File: src/rtl/mem_pkg.sv
// Shared definitions for the memory-port arbiter and the core-side round-robin pickers.
package mem_pkg;

    localparam int ADDR_W_DEF    = 16;
    localparam int DATA_W_DEF    = 16;
    localparam int MEM_DEPTH_DEF = 1001;

    typedef enum logic {
        IDLE   = 1'b0,
        ACCESS = 1'b1
    } arb_state_t;

    // Width of a core id; never less than one bit so a single-core build still has a field.
    function automatic int clog2(input int n);
        int w;
        w = 1;
        while ((1 << w) < n) begin
            w++;
        end
        return w;
    endfunction

endpackage

File: src/rtl/mem_port_arbiter_rr_pick.sv
// Combinational round-robin picker: first set request bit at or after ptr_i, searching cyclically.
module rr_pick
    import mem_pkg::*;
#(
    parameter int N   = 4,
    parameter int IDW = clog2(N)
) (
    input  logic [N-1:0]   req_i,
    input  logic [IDW-1:0] ptr_i,
    output logic [N-1:0]   gnt_o,
    output logic [IDW-1:0] id_o,
    output logic           any_o
);

    always_comb begin
        gnt_o = '0;
        id_o  = '0;
        any_o = 1'b0;
        for (int k = 0; k < N; k++) begin
            if (!any_o && req_i[(int'(ptr_i) + k) % N]) begin
                any_o                         = 1'b1;
                gnt_o[(int'(ptr_i) + k) % N]  = 1'b1;
                id_o                          = IDW'((int'(ptr_i) + k) % N);
            end
        end
    end

endmodule

File: src/rtl/mem_port_arbiter.sv
// Serialises core load/store requests onto a single-port memory, round-robin, one access in flight.
// Optional out-of-range rejection enabled by defining MEM_PORT_ADDR_CHECK_EN.
module mem_port_arbiter
    import mem_pkg::*;
#(
    parameter int N_CORES   = 4,
    parameter int ADDR_W    = ADDR_W_DEF,
    parameter int DATA_W    = DATA_W_DEF,
    parameter int MEM_DEPTH = MEM_DEPTH_DEF
) (
    input  logic                        clk,
    input  logic                        reset,
    input  logic [N_CORES-1:0]          core_req,
    input  logic [N_CORES-1:0]          core_we,
    input  logic [N_CORES*ADDR_W-1:0]   core_addr,
    input  logic [N_CORES*DATA_W-1:0]   core_wdata,
    output logic [N_CORES-1:0]          core_gnt,
    output logic [N_CORES-1:0]          core_done,
    output logic [DATA_W-1:0]           core_rdata,
    output logic                        core_err,
    output logic                        mem_write,
    output logic                        mem_read,
    output logic [ADDR_W-1:0]           mem_address,
    output logic [DATA_W-1:0]           mem_data_in,
    input  logic [DATA_W-1:0]           mem_data_out
);

    localparam int IDW = clog2(N_CORES);

    arb_state_t          state_q, state_d;
    logic [IDW-1:0]      rr_ptr_q, rr_ptr_d;
    logic [IDW-1:0]      id_q, id_d;
    logic [N_CORES-1:0]  gnt_q, gnt_d;
    logic [N_CORES-1:0]  done_q, done_d;
    logic [DATA_W-1:0]   rdata_q, rdata_d;
    logic                write_q, write_d;
    logic                read_q, read_d;
    logic [ADDR_W-1:0]   addr_q, addr_d;
    logic [DATA_W-1:0]   wdata_q, wdata_d;
    logic                err_q, err_d;
    logic                bad_q, bad_d;

    logic [N_CORES-1:0]  pick_gnt;
    logic [IDW-1:0]      pick_id;
    logic                pick_any;
    logic [ADDR_W-1:0]   win_addr;
    logic [DATA_W-1:0]   win_wdata;
    logic                win_bad;

    rr_pick #(
        .N   (N_CORES),
        .IDW (IDW)
    ) u_pick (
        .req_i (core_req),
        .ptr_i (rr_ptr_q),
        .gnt_o (pick_gnt),
        .id_o  (pick_id),
        .any_o (pick_any)
    );

    assign win_addr  = core_addr[pick_id*ADDR_W +: ADDR_W];
    assign win_wdata = core_wdata[pick_id*DATA_W +: DATA_W];

`ifdef MEM_PORT_ADDR_CHECK_EN
    localparam logic [31:0] DEPTH_U = 32'(MEM_DEPTH);
    assign win_bad  = (32'(win_addr) >= DEPTH_U);
    assign core_err = err_q;
`else
    assign win_bad  = 1'b0;
    assign core_err = 1'b0;
`endif

    always_comb begin
        state_d  = state_q;
        rr_ptr_d = rr_ptr_q;
        id_d     = id_q;
        gnt_d    = '0;
        done_d   = '0;
        rdata_d  = rdata_q;
        write_d  = 1'b0;
        read_d   = 1'b0;
        addr_d   = addr_q;
        wdata_d  = wdata_q;
        err_d    = 1'b0;
        bad_d    = bad_q;
        unique case (state_q)
            IDLE: begin
                if (pick_any) begin
                    gnt_d   = pick_gnt;
                    id_d    = pick_id;
                    addr_d  = win_addr;
                    wdata_d = win_wdata;
                    bad_d   = win_bad;
                    // A rejected access still takes its ACCESS slot, just with no strobe.
                    write_d = core_we[pick_id] & ~win_bad;
                    read_d  = ~core_we[pick_id] & ~win_bad;
                    state_d = ACCESS;
                end
            end
            ACCESS: begin
                done_d[id_q] = 1'b1;
                err_d        = bad_q;
                if (read_q) begin
                    rdata_d = mem_data_out;
                end
                rr_ptr_d = (int'(id_q) == N_CORES - 1) ? '0 : id_q + 1'b1;
                state_d  = IDLE;
            end
            default: state_d = IDLE;
        endcase
    end

    always_ff @(posedge clk) begin
        if (reset) begin
            state_q  <= IDLE;
            rr_ptr_q <= '0;
            id_q     <= '0;
            gnt_q    <= '0;
            done_q   <= '0;
            rdata_q  <= '0;
            write_q  <= 1'b0;
            read_q   <= 1'b0;
            addr_q   <= '0;
            wdata_q  <= '0;
            err_q    <= 1'b0;
            bad_q    <= 1'b0;
        end else begin
            state_q  <= state_d;
            rr_ptr_q <= rr_ptr_d;
            id_q     <= id_d;
            gnt_q    <= gnt_d;
            done_q   <= done_d;
            rdata_q  <= rdata_d;
            write_q  <= write_d;
            read_q   <= read_d;
            addr_q   <= addr_d;
            wdata_q  <= wdata_d;
            err_q    <= err_d;
            bad_q    <= bad_d;
        end
    end

    assign core_gnt    = gnt_q;
    assign core_done   = done_q;
    assign core_rdata  = rdata_q;
    assign mem_write   = write_q;
    assign mem_read    = read_q;
    assign mem_address = addr_q;
    assign mem_data_in = wdata_q;

endmodule

File: config.mk
export PLATFORM = sky130hd
export DESIGN_NAME = mem_port_arbiter
export DESIGN_NICKNAME = d
export VERILOG_FILES = /design/src/rtl/mem_pkg.sv /design/src/rtl/mem_port_arbiter_rr_pick.sv /design/src/rtl/mem_port_arbiter.sv
export SDC_FILE = /design/constraint.sdc
export NUM_CORES = 1
export LEC_CHECK = 0
export ABC_AREA = 1
export BUFFER_PORTS_ARGS = -buffer_cell sky130_fd_sc_hd__buf_4
export CORE_MARGIN = 1
export CORE_UTILIZATION = 41
export CTS_CLUSTER_SIZE = 10
export DETAILED_ROUTE_END_ITERATION = 12
export HOLD_SLACK_MARGIN = 0.03
export PLACE_DENSITY = 0.87
export SETUP_SLACK_MARGIN = 0.3
export SLEW_MARGIN = 0
export SYNTH_ARGS = -nofsm -noshare
export SYNTH_HDL_FRONTEND = slang
export SYNTH_SLANG_ARGS = --single-unit
File: constraint.sdc
create_clock -name clk -period 2.17 [get_ports clk]
set_clock_uncertainty 0.05 [all_clocks]
set_input_delay 0.3255 -clock clk [delete_from_list [all_inputs] [get_ports clk]]
set_output_delay 0.3255 -clock clk [all_outputs]
set_load 0.01 [all_outputs]
==> impl_metrics.toml, run 1 <==
[logic_synthesis]
synth_flop_cell = "dfxtp_1"
yosys-top-cells-count = "nand2_1, nor2_1, inv_1"
ys_seq_elements = 63
synth_edf_count = 0
yosys.cell_types.count = 34
yosys.cell_count.top_type = "nand2_1"
syn_inst = 642
syn_area_mm2 = 0.00404
syn_area_per_cell_um2 = 6.29
syn-num-nets = 805
async_flop_share_pct = 0
synth.top_cell.area_share_pct = 31.2
synth_area_leader_cell = "dfxtp_1"
ys_top_cells_by_area = "dfxtp_1, nand2_1, nor2_1"
synth-seq-area-share_pct = 31.2
synth_warnings = 0

[routing]
vias_per_cell = 4.90
antenna_left = 0
drtPass1Iterations = 4
post-route-drc-count = 0
num_vias = 4940
wl_um = 14400
wl_per_cell_um = 14.3
drtIter0Drc = 232

[cells_and_area]
areaGrowthSynthToFinish_pct = 62.0
layout-drive-gt1-share_pct = 39.8
nets = 1037
num_antenna_cells = 0
final_cell_area_mm2 = 0.00654
post-route-util_pct = 69.8

[placement]
dp.final_hpwl_um = 10000
post-place-ws_ns = -0.0300
portBuffers = 211
routabilityCongestion = 0.905
place_area_mm2 = 0.00590

[sta]
relSlewSlack_pct = 65.2
setup_viol_count_final = 2
slew_viol_final = 0
rsz0062_at_grt = "true"
final-hold-violation-count = 0
fmax_mhz = 460
worst_pin_slew_ns = 0.521
period_share_pct = 100
post-route-min-period_ns = 2.18
layout_setup_ws_ns = -0.00501

[worst_setup_path]
critical-path-max-stage-delay_ns = 0.39
critPathLaunchType = "register"
r2r_end = "mem_address[13]"
worst-path-buf-inv = 4
ff2ff_setup_slack_ns = -0.005
critPathKind = "register to register"
cp_slowest_cell = "dfxtp_4"
cp.required_ns = 2.35
critPathMaxFanout = 5
cp_cell_sequence = "inv_6 > ha_4 > inv_4 > nand2_2 > nand2_2 > nor2_4 > buf_12 > nand2_4 > nor2_4 > nand2_2 > nand2_4 > nand2_8 > buf_12 > nor3b_2 > nor2_1"
rr_worst_depth = 15
cpMostUsedCell = "nand2_2"
cp_top_family = "simple AND/OR/NAND/NOR gates"
r2r-start = "rr_ptr_q[0]"
worstPathArrival_ns = 2.35
crit_path_end_kind = "register"

[flow_run]
maxCapViolations = 0

[clocking]
cts-root-buf = "clkbuf_8"
clockBufferDepth = 2
cts.sinks = 63
path_clk_slew_ns = 0.09
ctsHoldBuffers = 0
clk_latency_ns = 0.35
cts_tree = "yes"
cts_buffers = 9
htreeDepth = 3

[power]
cellPowerDensity_mw_per_mm2 = 1040
finalPower_mw = 6.77
vdd_ir_drop_max_v = 0.000505
p_leak_nw = 3.53

[die]
die_height_um = 101
ios = 213
dieArea_mm2 = 0.0102
num_rows = 35
start_util_pct = 43.1
core_area_mm2 = 0.00937
die_x_um = 101

[global_route]
grt_pass1_wl_um = 21700
groute.usage.overall_pct = 26.9
grt_max_degree = 42
grt-busiest-layer = "met2"
met3_usage_pct = 6.90
overflow = 0
grt_pass1_vias = 4771
grt_use_met2_pct = 47.7
met1_usage_pct = 30.5
antenna_found_initial = 0

[min_path]
holdPathStages = 3
hold_class = "primary input to register"
min_from = "core_wdata[39]"
hold_path_end = "mem_data_in[7]"

[status]
failed_checks = "setup timing"
status = "complete, but fails checks"
[flip-flops by register name (all words and copies together) (netlist names)]
name / count
core_rdata: 16
mem_write: 1
mem_data_in: 16
id_q: 2
mem_read: 1
core_gnt: 4
state_q: 1
core_done: 4
mem_address: 16
rr_ptr_q: 2
[kinds of logic after synthesis]
| logic type | share of synthesized area, % |
|---|---|
| simple gates | 46.1 |
| fa+ha+maj | 2.79 |
| other cells | 0.0929 |
| flops | 31.2 |
| compound gates | 8.37 |
| buf+inv | 11.4 |
[layer usage]
metal | wire length, um | up-vias
li1 | - | 2493
met1 | 5660 | 2217
met2 | 7150 | 192
met3 | 1160 | 38
met4 | 438 | 0
met5 | 0 | -
[through the flow]
stage | hold WS, ns | setup TNS, ns | instances
6_report | 0.174 | -0.00781 | 1008
5_1_grt | 0.166 | -2.61 | 1008
4_1_cts | 0.164 | 0 | 1001
3_5_place_dp | 0.424 | -0.0669 | 975
3_3_place_gp | 0.413 | 0 | 975
2_1_floorplan | 0.427 | 0 | 642
[cell usage in the layout (no fill, tap or decap), types with 3 or more instances in the layout]
cell type  netlist  layout
nand3_1         37      31
o21ai_0         24      22
inv_1           67      62
ha_1             9       8
buf_8            0       3
nand2_4          2       5
or2_2           16      16
buf_4            6     232
a22oi_1          3       3
clkbuf_8         0       9
nand3_4          0       3
nor3b_2          9      10
dfxtp_1         63      61
nand3_2          4       7
o211ai_1        16      16
buf_12           0       6
nand2_2          7      13
nor2_4           2       5
inv_6            0       4
a21oi_1          5       5
nand2_1        225     214
buf_6            2      12
nand4_1         28      28
nor2_1          75      73
[area by class of cell]
| type | instances | area, um^2 |
|---|---|---|
| clock buffer | 9 | 124 |
| tap | 129 | 161 |
| fill | 822 | 2830 |
| timing repair buffer | 256 | 2120 |
| clock inverter | 7 | 55.1 |
| sequential | 63 | 1270 |
| multi-input combinational | 473 | 2500 |
| inverter | 71 | 309 |
[report_power, final]
part / switching, mW / internal [mW] / leakage (nW) / total, mW
Combinational: 2.23 / 1.87 / 2.92 / 4.11
Sequential: 0.191 / 1.51 / 0.520 / 1.70
Clock: 0.539 / 0.426 / 0.0866 / 0.965
[what timing repair did]
item	in CTS	in global routing
resized for setup	43	26
setup buffers	8	6
pin swaps	5	6
gates cloned	2	1
setup endpoints to repair	41	41
[tightest hold or removal path: cells and delay by family]
kind,cells,cell delay [ns]
buffers and inverters,1,0.08
and+or+nand+nor,1,0.06
AOI/OAI and AO/OA,1,0.08
[how the worst max path moves through the flow]
stage                startpoint              end  slack [ns]  cells after the start
floorplan           rr_ptr_q[0]  mem_address[15]        0.12                     16
global placement    rr_ptr_q[0]      core_gnt[3]        0.04                     14
detailed placement  rr_ptr_q[0]      core_gnt[2]       -0.03                     14
CTS                 rr_ptr_q[0]   mem_data_in[6]        0.08                     13
global route        rr_ptr_q[0]   mem_address[7]       -0.13                     12
finish              rr_ptr_q[0]  mem_address[13]      -0.005                     15
Power figures use the tool's default switching activity.
==> inputs of run 2 (changes only) <==
--- a/config.mk
+++ b/config.mk
@@ -6,6 +6,7 @@
 export NUM_CORES = 1
 export LEC_CHECK = 0
 export ABC_AREA = 1
+export ABC_CLOCK_PERIOD_IN_PS = 2170
 export BUFFER_PORTS_ARGS = -buffer_cell sky130_fd_sc_hd__buf_4
 export CORE_MARGIN = 1
 export CORE_UTILIZATION = 41
@@ -14,6 +15,7 @@
 export HOLD_SLACK_MARGIN = 0.03
 export PLACE_DENSITY = 0.87
 export SETUP_SLACK_MARGIN = 0.3
+export SKIP_CTS_REPAIR_TIMING = 1
 export SLEW_MARGIN = 0
 export SYNTH_ARGS = -nofsm -noshare
 export SYNTH_HDL_FRONTEND = slang
==> impl_metrics.toml, run 2 (synthesized netlist as in run 1, its figures left out) <==
[status]
status = "complete, but fails checks"
failed_checks = "setup timing"

[worst_setup_path]
cp_cell_sequence = "inv_6 > ha_4 > inv_4 > nand2_4 > nand2_4 > nor2_4 > buf_6 > nand2_4 > nor2_4 > nand2_2 > nand2_4 > nand2_8 > buf_12 > nor3b_2 > nor2_1"
cp_slowest_cell = "dfxtp_4"
worst-path-buf-inv = 4
cp_top_family = "simple AND/OR/NAND/NOR gates"
worstPathArrival_ns = 2.43
critPathMaxFanout = 10
critPathLaunchType = "register"
cp.required_ns = 2.37
crit_path_end_kind = "register"
cpMostUsedCell = "nand2_4"
critPathKind = "register to register"
critical-path-max-stage-delay_ns = 0.38

[clocking]
clockBufferDepth = 2
cts-root-buf = "clkbuf_8"
cts.sinks = 63
htreeDepth = 3
cts_buffers = 9
cts_tree = "yes"
clk_latency_ns = 0.35
path_clk_slew_ns = 0.08

[cells_and_area]
final.fill_count = 796
layout-drive-gt1-share_pct = 40.7
final_cell_mix = "buf_4, nand2_1, nor2_1"
nets = 1039
num_antenna_cells = 0
areaGrowthSynthToFinish_pct = 64.7
final_common_cell = "buf_4"

[sta]
rsz0062_at_grt = "true"
setup_tns_ns = -0.524
fmax_mhz = 448
setup_viol_count_final = 22
worst_pin_slew_ns = 0.530
final-hold-violation-count = 0
relSlewSlack_pct = 64.6
slew_viol_final = 0
layout_setup_ws_ns = -0.0619
hold_ws_ns = 0.168
post-route-min-period_ns = 2.23
period_share_pct = 103

[power]
combPwrFrac_pct = 62.4
switching_share_pct = 44.0
vdd_ir_drop_max_v = 0.000603
netSwitchingPower_mw = 3.12
p_leak_nw = 3.58
pwr-share-clk_pct = 13.6
p_int_mw = 3.98
p_seq_share_pct = 23.9
cellPowerDensity_mw_per_mm2 = 1070

[routing]
wl_per_cell_um = 15.0
vias_per_cell = 4.97
num_vias = 5021
antenna_left = 0
drtIter0Drc = 277
post-route-drc-count = 0
wl_um = 15100
drtPass1Iterations = 5

[placement]
routabilityCongestion = 0.905
portBuffers = 211
post-place-ws_ns = -0.0300
dp.final_hpwl_um = 10000

[die]
num_rows = 35
core_area_mm2 = 0.00937
start_util_pct = 43.1
dieArea_mm2 = 0.0102
die_x_um = 101
ios = 213
die_height_um = 101

[global_route]
grt_pass1_vias = 4526
antenna_found_initial = 0
overflow = 0
grt_pass1_wl_um = 20700
groute.usage.overall_pct = 25.6
grt_max_degree = 42

[flow_run]
maxCapViolations = 0

[min_path]
hold_class = "primary input to register"
-- run 2: cell count changes in the layout (fill, tap and decap cells not counted), moves of 3 or more --
cell / delta
clkbuf_16: +3
nand2_1: -3
nand3_1: -4
nand3_2: +3
-- run 2: tightest hold or removal path, cell delays in order --
cell     delay (ns)
buf_4          0.07
o21ai_0        0.07
nor2_1         0.08
-- run 2: area by class of cell --
| class | count | area (um^2) | share of cell area [%] |
|---|---|---|---|
| Timing Repair Buffer | 258 | 2180 | 32.8 |
| Clock inverter | 7 | 55.1 | 0.828 |
| Clock buffer | 9 | 124 | 1.86 |
| Sequential cell | 63 | 1270 | 19.1 |
| Tap cell | 129 | 161 | 2.43 |
| Inverter | 71 | 304 | 4.57 |
| Multi-Input combinational cell | 473 | 2560 | 38.5 |
-- run 2: layer usage --
metal  share of wire [%]  GRT usage [%]  vias up
li1                    -              -     2493
met1                  39           29.9     2245
met2                  50           45.5      239
met3                 8.3           7.38       44
met4                 3.0           7.47        0
met5                   0              0        -
-- run 2: path summary, 6_finish.rpt --
check                                startpoint         endpoint  slack [ns]  cells past startpoint
worst max register to register      rr_ptr_q[0]  mem_address[11]       -0.06                     15
worst min-delay path            mem_data_out[9]    core_rdata[9]        0.17                      3
worst max-delay path                rr_ptr_q[0]  mem_address[11]       -0.06                     15
worst min register to register    core_rdata[3]    core_rdata[3]        0.44                      2
-- run 2: through the flow --
stage               cells  util (%)  power (mW)  instance area [um^2]
floorplan             642         -        3.96                  4130
detailed placement    975      63.0        5.26                  5900
global placement      975      63.0        5.20                  5900
finish               1010      70.9        7.10                  6650
CTS                   991      64.9        6.22                  6080
global route         1010      70.9        7.60                  6650
-- run 2: power by group through the flow --
stage                     clock network [mW]  logic [mW]  registers [mW]
final                                  0.968        4.43            1.70
after global routing                    1.04        4.82            1.74
after CTS                              0.977        3.55            1.69
after detailed placement                   0        3.54            1.72
after global placement                     0        3.50            1.70
after floorplan                            0        2.10            1.86
